## src/rtl/lsu_pkg.sv

```systemverilog
// Shared encodings for the load/store unit: access sizes, FSM states, lane counts.
package lsu_pkg;

    localparam int NUM_BYTE_LANES = 4;
    localparam int NUM_HALF_LANES = 2;

    typedef enum logic [1:0] {
        SZ_B = 2'b00,
        SZ_H = 2'b01,
        SZ_W = 2'b10,
        SZ_X = 2'b11
    } size_e;

    // state        | meaning
    // ST_IDLE      | accepting requests; word stores and errors finish from here
    // ST_LD_WAIT   | Dmem read data arriving; format and register load result
    // ST_RMW_MERGE | Dmem read data arriving; merge sub-word and write back
    localparam logic [1:0] ST_IDLE      = 2'd0;
    localparam logic [1:0] ST_LD_WAIT   = 2'd1;
    localparam logic [1:0] ST_RMW_MERGE = 2'd2;

endpackage

```

## src/rtl/lsu_byte_lane.sv

```systemverilog
// Lane logic shared by the load and read-modify-write paths: extract/extend,
// sub-word merge and alignment check.
module lsu_byte_lane
    import lsu_pkg::*;
(
    input  logic [1:0]  size_i,
    input  logic        unsigned_i,
    input  logic [1:0]  off_i,
    input  logic [31:0] ld_word_i,
    input  logic [31:0] wdata_i,
    output logic [31:0] ld_data_o,
    output logic [31:0] st_merged_o,
    output logic        misaligned_o
);

    logic [7:0]  byte_v;
    logic [15:0] half_v;
    logic [4:0]  byte_idx;
    logic [4:0]  half_idx;

    // Lane selection, extension, merge and alignment are all pure functions of the inputs.
    always_comb begin
        byte_idx     = {off_i, 3'b000};
        half_idx     = {off_i[1], 4'b0000};
        byte_v       = ld_word_i[byte_idx +: 8];
        half_v       = ld_word_i[half_idx +: 16];
        ld_data_o    = ld_word_i;
        st_merged_o  = ld_word_i;
        misaligned_o = 1'b0;
        case (size_i)
            SZ_B: begin
                ld_data_o = {{24{~unsigned_i & byte_v[7]}}, byte_v};
                st_merged_o[byte_idx +: 8] = wdata_i[7:0];
            end
            SZ_H: begin
                ld_data_o = {{16{~unsigned_i & half_v[15]}}, half_v};
                st_merged_o[half_idx +: 16] = wdata_i[15:0];
                misaligned_o = off_i[0];
            end
            SZ_W: begin
                st_merged_o  = wdata_i;
                misaligned_o = (off_i != 2'b00);
            end
            default: misaligned_o = 1'b1;
        endcase
    end

endmodule

```

## src/rtl/lsu_dmem_ctrl.sv

```systemverilog
// Load/store unit in front of the data memory. Word stores complete in one
// cycle; loads and sub-word stores (read-modify-write) take two.
module lsu_dmem_ctrl
    import lsu_pkg::*;
#(
    parameter int ADDR_W = 10,
    parameter int DATA_W = 32
) (
    input  logic              clock_i,
    input  logic              reset_ni,
    input  logic              req_valid_i,
    output logic              req_ready_o,
    input  logic              req_we_i,
    input  logic [1:0]        req_size_i,
    input  logic              req_unsigned_i,
    input  logic [31:0]       req_addr_i,
    input  logic [DATA_W-1:0] req_wdata_i,
    output logic              resp_valid_o,
    output logic              resp_err_o,
    output logic [DATA_W-1:0] resp_rdata_o,
    output logic [ADDR_W-1:0] dmem_addr_o,
    output logic [DATA_W-1:0] dmem_st_data_o,
    output logic              dmem_st_en_o,
    input  logic [DATA_W-1:0] dmem_ld_data_i
);

    logic [1:0]        state_q, state_d;
    logic [ADDR_W+1:0] addr_q;
    logic [1:0]        size_q;
    logic              uns_q;
    logic [DATA_W-1:0] wdata_q;
    logic              resp_valid_q, resp_valid_d;
    logic              resp_err_q, resp_err_d;
    logic [DATA_W-1:0] resp_rdata_q, resp_rdata_d;

    logic              idle;
    logic              accept;
    logic              range_err;
    logic              req_err;
    logic [1:0]        lane_size;
    logic [1:0]        lane_off;
    logic [31:0]       lane_ld;
    logic [31:0]       lane_merged;
    logic              lane_misaligned;

    assign idle        = (state_q == ST_IDLE);
    // Ready is withheld during reset so nothing can start while the FSM is held.
    assign req_ready_o = idle && !reset_ni;
    assign accept      = req_valid_i && req_ready_o;
    assign range_err   = |req_addr_i[31:ADDR_W+2];
    assign req_err     = lane_misaligned || range_err;

    // Alignment is judged on the live request; formatting/merge on the captured one.
    assign lane_size = idle ? req_size_i      : size_q;
    assign lane_off  = idle ? req_addr_i[1:0] : addr_q[1:0];

    lsu_byte_lane u_lane (
        .size_i       (lane_size),
        .unsigned_i   (uns_q),
        .off_i        (lane_off),
        .ld_word_i    (dmem_ld_data_i),
        .wdata_i      (wdata_q),
        .ld_data_o    (lane_ld),
        .st_merged_o  (lane_merged),
        .misaligned_o (lane_misaligned)
    );

    // Next-state, response and Dmem port decode.
    always_comb begin
        state_d        = state_q;
        resp_valid_d   = 1'b0;
        resp_err_d     = 1'b0;
        resp_rdata_d   = '0;
        dmem_addr_o    = req_addr_i[ADDR_W+1:2];
        dmem_st_data_o = req_wdata_i;
        dmem_st_en_o   = 1'b0;
        case (state_q)
            ST_IDLE: begin
                if (accept) begin
                    if (req_err) begin
                        resp_valid_d = 1'b1;
                        resp_err_d   = 1'b1;
                    end else if (req_we_i && (req_size_i == SZ_W)) begin
                        dmem_st_en_o = 1'b1;
                        resp_valid_d = 1'b1;
                    end else if (req_we_i) begin
                        state_d = ST_RMW_MERGE;
                    end else begin
                        state_d = ST_LD_WAIT;
                    end
                end
            end
            ST_LD_WAIT: begin
                dmem_addr_o  = addr_q[ADDR_W+1:2];
                resp_valid_d = 1'b1;
                resp_rdata_d = lane_ld;
                state_d      = ST_IDLE;
            end
            ST_RMW_MERGE: begin
                dmem_addr_o    = addr_q[ADDR_W+1:2];
                dmem_st_data_o = lane_merged;
                dmem_st_en_o   = 1'b1;
                resp_valid_d   = 1'b1;
                state_d        = ST_IDLE;
            end
            default: state_d = ST_IDLE;
        endcase
        // Reset must cut the write strobe in the same cycle, abandoning any RMW.
        if (reset_ni) begin
            dmem_st_en_o = 1'b0;
        end
    end

    // State, response registers and request capture.
    always_ff @(posedge clock_i or posedge reset_ni) begin
        if (reset_ni) begin
            state_q      <= ST_IDLE;
            resp_valid_q <= 1'b0;
            resp_err_q   <= 1'b0;
            resp_rdata_q <= '0;
            addr_q       <= '0;
            size_q       <= '0;
            uns_q        <= 1'b0;
            wdata_q      <= '0;
        end else begin
            state_q      <= state_d;
            resp_valid_q <= resp_valid_d;
            resp_err_q   <= resp_err_d;
            resp_rdata_q <= resp_rdata_d;
            if (accept) begin
                addr_q  <= req_addr_i[ADDR_W+1:0];
                size_q  <= req_size_i;
                uns_q   <= req_unsigned_i;
                wdata_q <= req_wdata_i;
            end
        end
    end

    assign resp_valid_o = resp_valid_q;
    assign resp_err_o   = resp_err_q;
    assign resp_rdata_o = resp_rdata_q;

endmodule

```

## config.mk

```make
export PLATFORM = sky130hd
export DESIGN_NAME = lsu_dmem_ctrl
export DESIGN_NICKNAME = d
export VERILOG_FILES = /design/src/rtl/lsu_pkg.sv /design/src/rtl/lsu_byte_lane.sv /design/src/rtl/lsu_dmem_ctrl.sv
export SDC_FILE = /design/constraint.sdc
export NUM_CORES = 1
export LEC_CHECK = 0
export BUFFER_PORTS_ARGS = -buffer_cell sky130_fd_sc_hd__buf_2
export CORE_MARGIN = 5
export CORE_UTILIZATION = 35
export CTS_CLUSTER_DIAMETER = 30
export DETAILED_ROUTE_END_ITERATION = 16
export PLACE_DENSITY = 0.61
export SETUP_SLACK_MARGIN = 0.15
export SYNTH_ARGS = -nofsm -noshare
export SYNTH_HDL_FRONTEND = slang
export SYNTH_HIERARCHICAL = 1
export SYNTH_SLANG_ARGS = --single-unit
export TNS_END_PERCENT = 10
```

## constraint.sdc

```tcl
create_clock -name clock_i -period 5.2 [get_ports clock_i]
set_input_delay 1.04 -clock clock_i [delete_from_list [all_inputs] [get_ports clock_i]]
set_output_delay 1.04 -clock clock_i [all_outputs]
set_load 0.02 [all_outputs]
```

==> results.toml, run 1 <==
[sta]
period_share_pct = 90.4
worst_pin_slew_ns = 1.06
slew_headroom_pct = 29.1
setup_viol = 0
drv_slew = 0
period_minus_slack_ns = 4.70
finalClockSkew_ns = 0.00645
timing.fmax_ghz = 0.213
tns_ns = 0
rsz0062_at_grt = "false"
hold_viol = 0

[grt]
track_usage_pct = 19.2
grt_max_degree = 53
grt_pass1_wl_um = 29600
antenna_found_initial = 0
overflow = 0
grt_pass1_vias = 5241

[route]
drt_wl_total_um = 18700
firstDrtPassIters = 5
antenna_left = 0
drc = 0
drtIter0Drc = 434
viasPerCell = 5.49
vias = 5053
routedWlPerCell_um = 20.3

[yosys]
syn_nets = 652
synth.top_cell.area_share_pct = 35.8
ys_seq_elements = 83
synth_flop_cell = "dfrtp_1"
synth_edf_count = 0
synth_area_um2 = 5810
yosys.area.top_type = "dfrtp_1"
ys_seq_area_share_pct = 35.8
ys_types = 61
ys_warn_count = 6
async_reset_ff_share_pct = 100
syn_avg_cell_area_um2 = 10.8
syn-instance-count = 540
synth_area_leaders = "dfrtp_1, mux2_2, a22o_1"

[clocking]
cts_setup_buffers = 0
cts_sinks = 83
clk_latency_ns = 0.35
htree_levels = 3
cts_tree = "built"
clockBufferDepth = 2
cts_root_buf = "clkbuf_16"
cts_buffers = 9
hold_buffers = 0
clk_pin_slew_worst_paths_ns = 0.06
cts_resized = 0

[die]
io_pins = 181
dieArea_um2 = 19300
dieHeight_um = 139
dieWidth_um = 139
start_util_pct = 35.4
rows = 47
core_um2 = 16400

[hold_path]
worstHoldPathCells = 1
hold_class = "reg -> reg"
min_from = "wdata_q[29]"
hold_end = "wdata_q[29]"

[worst_setup_path]
end_kind = "output port"
regToRegEndpoint = "resp_rdata_o[9]"
start_kind = "register"
r2r_slack_ns = 1.60
reg2regPathDepth = 8
r2r_start = "state_q[0]"
path_max_fanout = 11
crit_type = "reg -> out"
crit_required_ns = 4.16
worstPathArrival_ns = 3.66

[finish]
stdcell_count = 920
drive_above_1_share_pct = 47.8
nets = 806
area_delta_synth_final_pct = 22.2
fillers = 1615

[outcome]
status = "finished, final reports clean"

[flow_run]
drv_cap = 0

[pwr]
power_density_nw_per_um2 = 265
irDropWorstVdd_mv = 0.191
leakagePower_nw = 3.30

[place]
numPlacedInstances = 903
gp_congestion = 0.868
hpwl_um = 14100
portBuffers = 180
==> final cells by class <==
type                       instances  area, µm²  area share (%)
multi-input combinational        401       3390            47.8
clock buffer                      12        256            3.61
antenna                            1       2.50          0.0353
clock inverter                     4       72.6            1.02
sequential                        83       2080            29.3
inverter                           9       35.0           0.494
tap                              220        275            3.88
timing repair buffer             190        988            13.9
==> critical path, stage by stage (launching register included) <==
cell and delay, ns:
dfrtp_1 0.42, inv_1 0.10, ha_1 0.39, mux2_2 0.37, inv_1 0.11, ha_1 0.33
nor3b_2 0.53, and3_1 0.50, a221o_1 0.21, mux2_2 0.17, buf_2 0.17
==> synth_stat cells, drive strengths merged (2+ instances only) <==
cell type and number:
dfrtp 83, and2 33, inv 9, o21ai 3, or2 2, nor2 14
nor4 6, o21a 2, buf 30, a221o 15, a32oi 8, nand2 22
mux2i 10, and3 2, nand3b 7, a21oi 44, mux2 117, nor3b 4
clkbuf 17, a22o 26, or3b 8, nor3 4, o221ai 16, ha 9
a211o 7, nor2b 6, a22oi 19
==> worst max path at each step <==
stage / start / slack (ns) / to / cells after the start
floorplan: req_addr_i[1] / 0.88 / dmem_st_data_o[14] / 9
global placement: req_addr_i[1] / 0.86 / dmem_st_data_o[14] / 10
detailed placement: req_addr_i[0] / 0.76 / dmem_st_data_o[14] / 9
CTS: state_q[0] / 0.53 / dmem_st_data_o[14] / 10
global route: state_q[1] / 0.33 / dmem_st_data_o[14] / 10
finish: state_q[0] / 0.50 / dmem_st_data_o[14] / 10
==> kinds of logic (layout without fill, tap and decap cells) <==
family | count (synthesis) | in the layout | share of synthesized area, %
flops | 83 | 83 | 35.8
buf+inv | 56 | 215 | 5.86
compound gates | 148 | 148 | 19.3
mux | 127 | 127 | 24.6
other cells | 0 | 1 | 0
fa+ha+maj | 9 | 9 | 1.94
simple gates | 117 | 117 | 12.5
==> flip-flops by register name, indices dropped and copies added (netlist names) <==
signal,flops
state_q,2
size_q,2
uns_q,1
wdata_q,32
resp_err_o,1
addr_q,12
resp_rdata_o,32
resp_valid_o,1
==> where the power goes <==
group          total, mW  internal [mW]  switching (mW)
logic              0.419          0.201           0.218
clock network      0.703          0.446           0.257
registers          0.758          0.701          0.0571
==> metal layers <==
metal / global-route usage (%) / vias up / share of wire, %
met5: 0 / - / 0
met4: 4.84 / 0 / 1.3
met3: 6.48 / 18 / 9.1
met2: 30.2 / 210 / 46
met1: 25.5 / 2453 / 44
li1: - / 2372 / -
==> layout by cell type (no fill, tap or decap), types with 5 or more instances in the layout <==
cell       Yosys  layout
a21oi_1       43      43
buf_2         16     180
inv_1          8       7
nor2b_1        6       6
a22o_1        26      26
ha_1           9       9
mux2_1         6       6
or3b_2         5       5
a22oi_1       18      18
and2_1        33      33
buf_4          4       9
a221o_1       15      15
mux2i_1       10      10
a211o_1        7       7
nand3b_1       7       7
clkbuf_16      0       9
mux2_2       108     108
a32oi_1        8       8
o221ai_1      16      16
nand2_1       21      21
dfrtp_1       83      83
nor4_1         5       5
nor2_1        13      13
==> through the flow <==
step,power [mW],hold WS (ns),area [µm²],util [%],setup WS [ns]
3_5_place_dp,1.19,0.490,6760,41.2,0.756
4_1_cts,1.90,0.505,7090,43.2,0.526
5_1_grt,1.97,0.518,7090,43.2,0.332
3_3_place_gp,1.18,0.481,6760,41.2,0.863
2_1_floorplan,1.03,0.472,5810,-,0.879
6_report,1.88,0.503,7100,43.2,0.498
No activity file was read; power rests on OpenSTA's default activity.
==> run 2, diff against run 1 <==
--- a/config.mk
+++ b/config.mk
@@ -10,6 +10,7 @@
 export CORE_UTILIZATION = 35
 export CTS_CLUSTER_DIAMETER = 30
 export DETAILED_ROUTE_END_ITERATION = 16
+export GPL_TIMING_DRIVEN = 0
 export PLACE_DENSITY = 0.61
 export SETUP_SLACK_MARGIN = 0.15
 export SYNTH_ARGS = -nofsm -noshare
==> results.toml, run 2 (same netlist as run 1, synthesis figures left out) <==
[outcome]
status = "finished, final reports clean"

[finish]
nets = 844
stdcell_area_um2 = 7330
drive_above_1_share_pct = 48.6
stdcell_count = 956
final_cell_mix = "buf_2, mux2_2, dfrtp_1"
num_antenna_cells = 0
area_delta_synth_final_pct = 26.3
final_common_cell = "buf_2"

[sta]
timing.fmax_ghz = 0.201
hold_viol = 0
tns_ns = 0
finalClockSkew_ns = 0.00782
slew_headroom_pct = 57.6
rsz0062_at_grt = "true"
worst_pin_slew_ns = 0.636
drv_slew = 0
period_minus_slack_ns = 4.97
period_share_pct = 95.5
setup_viol = 0
fin_hold_ws_ns = 0.503

[pwr]
power_density_nw_per_um2 = 257
irDropWorstVdd_mv = 0.157
power_mw = 1.88
leakagePower_nw = 3.44

[clocking]
clockBufferDepth = 2
cts_resized = 1
hold_buffers = 0
clk_latency_ns = 0.35
cts_buffers = 9
cts_sinks = 83
clk_pin_slew_worst_paths_ns = 0.06
cts_tree = "built"
htree_levels = 3
cts_setup_buffers = 0
cts_root_buf = "clkbuf_16"

[route]
viasPerCell = 5.57
drtIter0Drc = 512
routedWlPerCell_um = 21.2
antenna_left = 0
drc = 0
vias = 5326
firstDrtPassIters = 5
drt_wl_total_um = 20300

[place]
numPlacedInstances = 941
portBuffers = 180
gp_congestion = 0.915
place_area_um2 = 7000
hpwl_um = 16100

[grt]
overflow = 0
grt_pass1_vias = 5524
grt_max_degree = 48
track_usage_pct = 20.7
antenna_found_initial = 1
grt_pass1_wl_um = 31600

[die]
dieArea_um2 = 19300
dieHeight_um = 139
start_util_pct = 35.4
core_um2 = 16400
rows = 47
io_pins = 181
dieWidth_um = 139

[hold_path]
hold_class = "reg -> reg"

[worst_setup_path]
end_kind = "output port"
worstPathArrival_ns = 3.93
path_max_fanout = 12
start_kind = "register"
crit_required_ns = 4.16
crit_type = "reg -> out"

[flow_run]
drv_cap = 0
[run 2: area by class of cell]
type                       count  area (µm²)
multi-input combinational    401        3400
clock inverter                 5        77.6
timing repair buffer         181         921
inverter                       9        36.3
sequential                    83        2080
tap                          220         275
fill                        1615        9080
clock buffer                  10         239
buffer                        47         308
[run 2: worst max-delay path, stage by stage (launching register included)]
cell	delay (ns)
dfrtp_1	0.42
inv_1	0.10
ha_1	0.16
buf_6	0.14
mux2_2	0.45
inv_1	0.21
clkbuf_2	0.34
ha_2	0.37
nor3b_4	0.20
and3_1	0.18
buf_2	0.18
a221o_1	0.36
mux2_2	0.30
buf_2	0.17
[run 2: metal layers]
metal | vias up | track usage [%] | share of wire [%]
met1 | 2607 | 26.7 | 41
met2 | 238 | 33.5 | 48
met4 | 2 | 6.64 | 2.5
met5 | - | 0 | 0.064
met3 | 39 | 5.90 | 8.4
li1 | 2440 | - | -
[run 2: report_power, final]
part           leakage [nW]  switching, mW  total (mW)  internal [mW]
sequential             1.05         0.0579       0.759          0.701
combinational          2.23          0.229       0.442          0.213
clock                 0.154          0.253       0.682          0.429
total                  3.44          0.540        1.88           1.34
[run 2: worst paths after layout]
path | start | to | slack (ns) | cells past startpoint
hold / removal | addr_q[7] | addr_q[7] | 0.50 | 1
setup / recovery | state_q[1] | dmem_st_data_o[14] | 0.23 | 13
hold reg to reg | addr_q[7] | addr_q[7] | 0.50 | 1
max in group asynchronous | reset_ni | resp_rdata_o[28] | 3.82 | 3
min in group asynchronous | reset_ni | size_q[0] | 0.77 | 2
setup reg to reg | state_q[1] | state_q[1] | 1.86 | 12
[run 2: through the flow]
stage	worst slack, ns	util (%)
after detailed placement	0.123	42.7
final	0.231	44.7
after global placement	0.178	42.6
after floorplan	0.879	-
after CTS	0.281	44.6
after global routing	0.128	44.7
